[src/rtl/vram_arb_pkg.sv]
// Shared types and constants for the VRAM port arbiter.
// Owner tags double as FSM state and in-flight read tags.
package vram_arb_pkg;

    localparam int VRAM_DEPTH = 90000;
    localparam int VRAM_AW    = 17;

    typedef enum logic [1:0] {
        OWN_NONE,
        OWN_DISP,
        OWN_CPU
    } owner_e;

    function automatic logic [31:0] sat_inc(input logic [31:0] v);
        return (v == '1) ? v : v + 32'd1;
    endfunction

endpackage

[src/rtl/vram_arb_stats.sv]
// Saturating grant/stall counters for the VRAM arbiter.
// Present only in builds with VRAM_ARB_STATS_EN defined.
module vram_arb_stats
    import vram_arb_pkg::*;
(
    input  logic        clk,
    input  logic        reset,
    input  owner_e      state,
    input  logic        cpu_req,
    input  logic        cpu_gnt,
    output logic [31:0] stat_disp_gnt,
    output logic [31:0] stat_cpu_gnt,
    output logic [31:0] stat_cpu_stall
);

    // Grant counts follow the last-owner state, one cycle behind the grant.
    always_ff @(posedge clk or posedge reset) begin
        if (reset) begin
            stat_disp_gnt  <= '0;
            stat_cpu_gnt   <= '0;
            stat_cpu_stall <= '0;
        end else begin
            if (state == OWN_DISP)
                stat_disp_gnt <= sat_inc(stat_disp_gnt);
            if (state == OWN_CPU)
                stat_cpu_gnt <= sat_inc(stat_cpu_gnt);
            if (cpu_req && !cpu_gnt)
                stat_cpu_stall <= sat_inc(stat_cpu_stall);
        end
    end

endmodule

[src/rtl/vram_port_arbiter.sv]
// Display-priority arbiter for the single-port image VRAM with CPU starvation guard.
// Optional counters: define VRAM_ARB_STATS_EN.
module vram_port_arbiter
    import vram_arb_pkg::*;
#(
    parameter int ADDR_W       = 32,
    parameter int MEM_AW       = vram_arb_pkg::VRAM_AW,
    parameter int DATA_W       = 8,
    parameter int VRAM_DEPTH   = vram_arb_pkg::VRAM_DEPTH,
    parameter int STARVE_LIMIT = 4
) (
    input  logic              clk,
    input  logic              reset,
    input  logic              disp_req,
    input  logic [ADDR_W-1:0] disp_addr,
    output logic              disp_gnt,
    output logic              disp_rvalid,
    output logic [DATA_W-1:0] disp_rdata,
    input  logic              cpu_req,
    input  logic              cpu_we,
    input  logic [ADDR_W-1:0] cpu_addr,
    input  logic [DATA_W-1:0] cpu_wdata,
    output logic              cpu_gnt,
    output logic              cpu_rvalid,
    output logic [DATA_W-1:0] cpu_rdata,
    output logic              addr_err,
    output logic              mem_en,
    output logic              mem_we,
    output logic [MEM_AW-1:0] mem_addr,
    output logic [DATA_W-1:0] mem_wdata,
    input  logic [DATA_W-1:0] mem_rdata
`ifdef VRAM_ARB_STATS_EN
    ,
    output logic [31:0]       stat_disp_gnt,
    output logic [31:0]       stat_cpu_gnt,
    output logic [31:0]       stat_cpu_stall
`endif
);

    localparam int SW = $clog2(STARVE_LIMIT + 1);

    logic [SW-1:0]     streak;
    logic              starve;
    logic              any_gnt;
    logic [ADDR_W-1:0] sel_addr;
    logic              in_range;
    owner_e            rd_tag;
    owner_e            tag1, tag2;
    logic              oor1, oor2;
    logic [DATA_W-1:0] rdata_now;
    logic [DATA_W-1:0] disp_hold, cpu_hold;

    always_comb begin
        starve   = cpu_req && (streak == SW'(STARVE_LIMIT));
        disp_gnt = disp_req && !starve;
        cpu_gnt  = cpu_req && !disp_gnt;
        any_gnt  = disp_gnt || cpu_gnt;
        sel_addr = disp_gnt ? disp_addr : cpu_addr;
        in_range = sel_addr < ADDR_W'(VRAM_DEPTH);
        rd_tag   = OWN_NONE;
        if (disp_gnt)
            rd_tag = OWN_DISP;
        else if (cpu_gnt && !cpu_we)
            rd_tag = OWN_CPU;
    end

    always_ff @(posedge clk or posedge reset) begin
        if (reset)
            streak <= '0;
        else if (!cpu_req || cpu_gnt)
            streak <= '0;
        else if (disp_gnt && streak != SW'(STARVE_LIMIT))
            streak <= streak + SW'(1);
    end

    // Out-of-range requests are granted but never reach the macro.
    always_ff @(posedge clk or posedge reset) begin
        if (reset) begin
            mem_en    <= 1'b0;
            mem_we    <= 1'b0;
            mem_addr  <= '0;
            mem_wdata <= '0;
            addr_err  <= 1'b0;
            tag1      <= OWN_NONE;
            oor1      <= 1'b0;
            tag2      <= OWN_NONE;
            oor2      <= 1'b0;
        end else begin
            mem_en   <= any_gnt && in_range;
            mem_we   <= cpu_gnt && cpu_we && in_range;
            addr_err <= any_gnt && !in_range;
            if (any_gnt)
                mem_addr <= sel_addr[MEM_AW-1:0];
            if (cpu_gnt)
                mem_wdata <= cpu_wdata;
            tag1 <= rd_tag;
            oor1 <= !in_range;
            tag2 <= tag1;
            oor2 <= oor1;
        end
    end

    always_comb begin
        rdata_now   = oor2 ? '0 : mem_rdata;
        disp_rvalid = (tag2 == OWN_DISP);
        cpu_rvalid  = (tag2 == OWN_CPU);
        disp_rdata  = disp_rvalid ? rdata_now : disp_hold;
        cpu_rdata   = cpu_rvalid ? rdata_now : cpu_hold;
    end

    always_ff @(posedge clk or posedge reset) begin
        if (reset) begin
            disp_hold <= '0;
            cpu_hold  <= '0;
        end else begin
            if (disp_rvalid)
                disp_hold <= rdata_now;
            if (cpu_rvalid)
                cpu_hold <= rdata_now;
        end
    end

`ifdef VRAM_ARB_STATS_EN
    owner_e state_q, state_d;

    always_ff @(posedge clk or posedge reset) begin
        if (reset)
            state_q <= OWN_NONE;
        else
            state_q <= state_d;
    end

    always_comb begin
        state_d = OWN_NONE;
        if (disp_gnt)
            state_d = OWN_DISP;
        else if (cpu_gnt)
            state_d = OWN_CPU;
    end

    vram_arb_stats u_stats (
        .clk            (clk),
        .reset          (reset),
        .state          (state_q),
        .cpu_req        (cpu_req),
        .cpu_gnt        (cpu_gnt),
        .stat_disp_gnt  (stat_disp_gnt),
        .stat_cpu_gnt   (stat_cpu_gnt),
        .stat_cpu_stall (stat_cpu_stall)
    );
`endif

endmodule

[config.mk]
export PLATFORM = sky130hd
export DESIGN_NAME = vram_port_arbiter
export DESIGN_NICKNAME = d
export VERILOG_FILES = /design/src/rtl/vram_arb_pkg.sv /design/src/rtl/vram_arb_stats.sv /design/src/rtl/vram_port_arbiter.sv
export SDC_FILE = /design/constraint.sdc
export NUM_CORES = 1
export LEC_CHECK = 0
export BUFFER_PORTS_ARGS = -buffer_cell sky130_fd_sc_hd__buf_2
export CELL_PAD_IN_SITES_DETAIL_PLACEMENT = 0
export CELL_PAD_IN_SITES_GLOBAL_PLACEMENT = 2
export CORE_MARGIN = 4
export CORE_UTILIZATION = 22
export DETAILED_ROUTE_END_ITERATION = 10
export PLACE_DENSITY = 0.76
export SYNTH_ARGS = -nofsm -noshare
export SYNTH_HDL_FRONTEND = slang
export SYNTH_SLANG_ARGS = --single-unit
[constraint.sdc]
create_clock -name clk -period 1.5 [get_ports clk]
set_input_delay 0.075 -clock clk [delete_from_list [all_inputs] [get_ports clk]]
set_output_delay 0.075 -clock clk [all_outputs]
set_load 0.05 [all_outputs]
==> qor.yml, run 1 <==
floorplan:
  core_um2: 9910
  ios: 133
  start_util: 0.230
  die_h_um: 110
  dieArea_um2: 12000
  core.rowCount: 36
  die_w_um: 110
worst_setup_path:
  crit_required_ps: 1700
  critPathMaxFanout: 4
  path_class: "flip-flop to flip-flop"
  reg2reg_slack_ps: -40
  crit_chain: "inv_2 > ha_4 > nand3_4 > a221o_1 > o32a_4 > or2_1"
  start_kind: "flip-flop"
  cp_data_arrival_time_ps: 1730
  worstSetupEndpointType: "flip-flop"
  max_stage_delay_ps: 400
  slowest_stage: "dfrtp_1"
timing:
  finalHoldViolCount: 0
  relSlewSlack: 0.624
  setup_viol: 4
  fin_crit_ps: 1540
  whs_ps: 24.7
  grt_setup_unrepaired: "yes"
  tightest_slew_ps: 563
  fin_skew_ps: 7.41
  setup_slack_ps: -37.5
  fin_setup_tns_ps: -53.4
  slew_viol_final: 0
  fmax_mhz: 650
  finalCritPeriodShare: 1.02
outcome:
  status: "complete, but fails checks"
  violations: "negative setup slack"
yosys:
  syn-num-nets: 315
  synthesis.area_um2: 2280
  synth_warnings: 0
  synth_edf_count: 0
  yosysTopAreaCell: "dfrtp_1"
  yosys.area.top_type_share: 0.582
  ys_async_sr_fraction: 1.00
  synthCells: 228
  ys_types: 31
  syn_avg_cell_area_um2: 9.99
  synth-main-ff-cell: "dfrtp_1"
  synth-seq-cells: 53
  yosys-top-cells-area: "dfrtp_1, nand2_1, mux2_2"
  yosysSeqAreaShare: 0.582
cts:
  clock_path_buffers: 2
  htree_levels: 2
  cts_tree: "done"
  clk_latency_ps: 300
  clock-sinks: 53
  root_buffer: "clkbuf_8"
  cts_made_buffers: 5
  clkTransAtPathRegs_ps: 100
routing:
  drt_iter0_drc: 81
  antenna_left: 0
  drcViolationCount: 0
  vias: 2301
  wl_mm: 7.81
  routedWlPerCell_um: 14.8
  dr.pass1.iters: 4
  avgViaCountPerCell: 4.35
layout:
  final_common_cell: "buf_2"
  multi_input_area_um2: 1220
  final_nets: 481
  fill_cells: 1014
  design_area_um2: 4020
  stdcell_count: 529
  drive_gt1_frac: 0.557
  layout_common_cells: "buf_2, dfrtp_1, nand2_1, nor2_1, buf_6"
  areaGrowthSynthToFinish_pct: 76.4
  seq_area_um2: 1330
grt:
  grt-ovfl-total: 0
  antenna_found_initial: 1
  grt_pass1_vias: 2328
  grt_pass1_wl_mm: 11.4
  grt_max_degree: 30
  grt.total_usage: 0.122
hold_path:
  hold_class: "input port to flip-flop"
pwr:
  powerDensity_nw_per_um2: 848
  vdd_drop_max_mv: 0.463
  p_leak_nw: 1.96
placement:
  dpl_cell_area_um2: 3240
  dp_cells: 493
  port_buffers: 132
  gp_congestion: 0.786
  dp_slack_ps: -104
  dp_hpwl_mm: 5.58
run:
  maxCapViolCount: 0
==> worst paths after layout <==
check,from,end,cells after the start
worst min register to register,tag1[1]$_DFF_PP0_,tag2[1]$_DFF_PP0_,0
worst max register to register,streak[0]$_DFFE_PP0P_,oor1$_DFF_PP0_,6
min in group asynchronous,reset,mem_wdata[4]$_DFFE_PP0P_,3
worst min-delay path,disp_addr[7],mem_addr[7]$_DFFE_PP0N_,3
max in group asynchronous,reset,oor2$_DFF_PP0_,4
worst max-delay path,streak[0]$_DFFE_PP0P_,oor1$_DFF_PP0_,6
==> through the flow <==
stage,total power [mW],utilization
global route,3.63,0.405
global placement,2.46,0.327
detailed placement,2.47,0.327
finish,3.41,0.405
CTS,3.41,0.371
floorplan,2.15,-
==> logic make-up (layout without fill, tap and decap cells) <==
kind of cell    after synthesis  after routing  share of synthesized area
compound gates               37             37                     0.0945
other cells                   0              1                          0
fa+ha+maj                     2              2                     0.0110
simple gates                105            105                      0.218
mux                          13             13                     0.0621
buf+inv                      17            184                     0.0286
xor+xnor                      1              1                    0.00385
flops                        53             53                      0.582
==> synthesized netlist by cell type, types with 2 or more instances <==
cell      number
a31oi_1       13
clkbuf_1       9
dfrtp_1       53
ha_1           2
inv_1          6
mux2_2         9
mux2i_1        4
nand2_1       52
nand2b_1      10
nand3_1        2
nand4_1        5
nor2_1        17
nor3_1         4
nor4_1         6
o21ai_0       20
==> layer usage <==
metal | up-vias | global-route usage | part of all wire
met3 | 2 | 0.0352 | 0.080
met5 | - | 0 | 0
met1 | 1083 | 0.150 | 0.41
met4 | 0 | 0.0240 | 0.0027
met2 | 94 | 0.212 | 0.50
li1 | 1122 | - | -
==> power by group <==
part | internal (mW) | switching [mW]
combinational | 0.338 | 0.640
sequential | 1.53 | 0.0492
clock | 0.376 | 0.475
total | 2.24 | 1.16
==> flip-flops by register name, summed over array words and instances (netlist names) <==
register   count
addr_err       1
cpu_hold       8
disp_hold      8
mem_addr      17
mem_en         1
mem_wdata      8
mem_we         1
oor1           1
oor2           1
streak         3
tag1           2
tag2           2
==> worst max-delay path, delay by kind of cell (launching register included) <==
| kind | cells | cell delay, ps |
|---|---|---|
| and+or+nand+nor | 2 | 310 |
| DFF | 1 | 400 |
| adders and majority gates | 1 | 140 |
| AOI/OAI and AO/OA | 2 | 520 |
| buffers and inverters | 1 | 70 |
==> timing repair <==
action,in CTS,in global routing
hold buffers,13,1
endpoints found under the setup margin,30,30
gates cloned,1,2
endpoints found under the hold margin,36,1
setup buffers,7,4
pin swaps,3,10
resized for setup,46,54
==> layout make-up <==
cell class,instances,share of cell area
timing repair inverter,1,0.00187
inverter,7,0.00841
tap,133,0.0414
multi-input combinational,158,0.303
clock inverter,2,0.00343
sequential,53,0.330
clock buffer,6,0.0206
timing repair buffer,168,0.290
antenna,1,0.000623
Note: power is estimated with default switching activity, not from simulation.
==> run 2: changes to the inputs <==
- CTS_CLUSTER_SIZE: not set -> 12
- clock period: 1.5 -> 1.35 ns (I/O delays scaled with it)
==> qor.yml, run 2 (synthesis results as in run 1) <==
layout:
  largest-register: "mem_addr"
  design_area_um2: 4490
  areaGrowthSynthToFinish_pct: 97.1
  final_common_cell: "buf_2"
  final_nets: 505
  layout_common_cells: "buf_2, dfrtp_1, buf_4, buf_6, nand2_1"
  fill_cells: 946
  n_antenna_cell: 0
  largest_reg_flops: 17
  drive_gt1_frac: 0.646
cts:
  cts_tree: "done"
  root_buffer: "clkbuf_8"
  clock-sinks: 53
  clkTransAtPathRegs_ps: 100
  clock_path_buffers: 2
  htree_levels: 2
  clk_latency_ps: 310
  cts_made_buffers: 5
floorplan:
  die_h_um: 110
  start_util: 0.230
  ios: 133
  core_um2: 9910
  die_w_um: 110
  core.rowCount: 36
  dieArea_um2: 12000
timing:
  fin_crit_ps: 1620
  slew_viol_final: 0
  setup_slack_ps: -272
  fin_skew_ps: 6.04
  fmax_mhz: 617
  grt_setup_unrepaired: "yes"
  finalHoldViolCount: 0
  fin_setup_tns_ps: -6740
  relSlewSlack: 0.664
  setup_viol: 52
  finalCritPeriodShare: 1.20
  tightest_slew_ps: 504
pwr:
  pwr-share-seq: 0.445
  power.clock.fraction: 0.238
  swShare: 0.343
  power_mw: 3.94
  p_leak_nw: 2.21
  powerDensity_nw_per_um2: 879
  p_int_mw: 2.59
  vdd_drop_max_mv: 0.387
  p_switching_mw: 1.35
  comb_power_share: 0.317
routing:
  vias: 2440
  dr.pass1.iters: 3
  drcViolationCount: 0
  routedWlPerCell_um: 15.5
  drt_iter0_drc: 56
  antenna_left: 0
  wl_mm: 8.52
  avgViaCountPerCell: 4.43
outcome:
  status: "complete, but fails checks"
  violations: "negative setup slack"
worst_setup_path:
  path_delay_family: "compound AO/OA/AOI/OAI gates"
  worstSetupEndpointType: "flip-flop"
  critPathMaxFanout: 4
  start_kind: "flip-flop"
  crit_chain: "inv_1 > ha_2 > nand3_4 > a221o_1 > o32a_4 > or2_1"
  slowest_stage: "dfrtp_1"
  max_stage_delay_ps: 390
  cp_data_arrival_time_ps: 1820
  crit_required_ps: 1550
  critPathBufInv: 1
  path_class: "flip-flop to flip-flop"
grt:
  grt_max_degree: 34
  grt_pass1_wl_mm: 12.7
  antenna_found_initial: 1
  grt-ovfl-total: 0
  grt_pass1_vias: 2504
  grt.total_usage: 0.137
placement:
  port_buffers: 132
  dp_hpwl_mm: 5.74
  gp_congestion: 0.763
  dpl_cell_area_um2: 3360
run:
  maxCapViolCount: 0
hold_path:
  hold_class: "input port to flip-flop"
[run 2: per-stage QoR]
| step | setup slack (ps) | cells | hold WS [ps] | util |
|---|---|---|---|---|
| final | -272 | 551 | 10.3 | 0.453 |
| after global routing | -354 | 551 | 10.3 | 0.453 |
| after CTS | -288 | 537 | 0.0528 | 0.427 |
| after detailed placement | -229 | 496 | 147 | 0.339 |
| after global placement | -183 | 496 | 144 | 0.339 |
| after floorplan | -167 | 228 | 129 | - |
[run 2: worst paths after layout]
kind                            slack [ps]             startpoint  depth (start not counted)                      end
worst min-delay path                    10           disp_addr[5]                          3  mem_addr[5]$_DFFE_PP0N_
worst min register to register         360      tag1[1]$_DFF_PP0_                          0        tag2[1]$_DFF_PP0_
min in group asynchronous              350                  reset                          4    cpu_hold[4]$_DFF_PP0_
worst max-delay path                  -270  streak[0]$_DFFE_PP0P_                          6           oor1$_DFF_PP0_
max in group asynchronous              590                  reset                          4           oor2$_DFF_PP0_
worst max register to register        -270  streak[0]$_DFFE_PP0P_                          6           oor1$_DFF_PP0_
[run 2: power groups by stage]
stage	Combinational [mW]	Sequential, mW	Clock [mW]
after CTS	1.18	1.75	0.973
after floorplan	0.310	2.10	0
final	1.25	1.76	0.938
after detailed placement	0.987	1.78	0
after global routing	1.33	1.78	1.03
after global placement	0.984	1.78	0
[run 2: cell type report]
class	instances	area, µm²	share of cell area
clock buffer	7	86.3	0.0192
tap	133	166	0.0371
inverter	7	45.0	0.0100
multi-input combinational	158	1380	0.308
sequential	53	1330	0.296
timing repair buffer	192	1470	0.328
timing repair inverter	1	8.76	0.00195
[run 2: worst reg2reg max path: cells and delay by family (launching register included)]
family	cells	cell delay, ps
compound gates	2	560
fa+ha+maj	1	200
buf+inv	1	60
flops	1	390
simple gates	2	300
[run 2: routing by layer]
layer / track usage / up-vias / wire [µm]
met3: 0.0329 / 10 / 609
met2: 0.245 / 93 / 4370
met5: 0 / - / 15
met4: 0.0294 / 2 / 70
li1: - / 1160 / -
met1: 0.167 / 1175 / 3450
[run 2: repair_timing]
item                       CTS  global route
pin swaps                   19            29
hold buffers                14             0
gates resized for setup    117            53
buffers inserted            16            17
cloned                       5             1
setup endpoints to repair   52            53
hold endpoints to repair    66             0
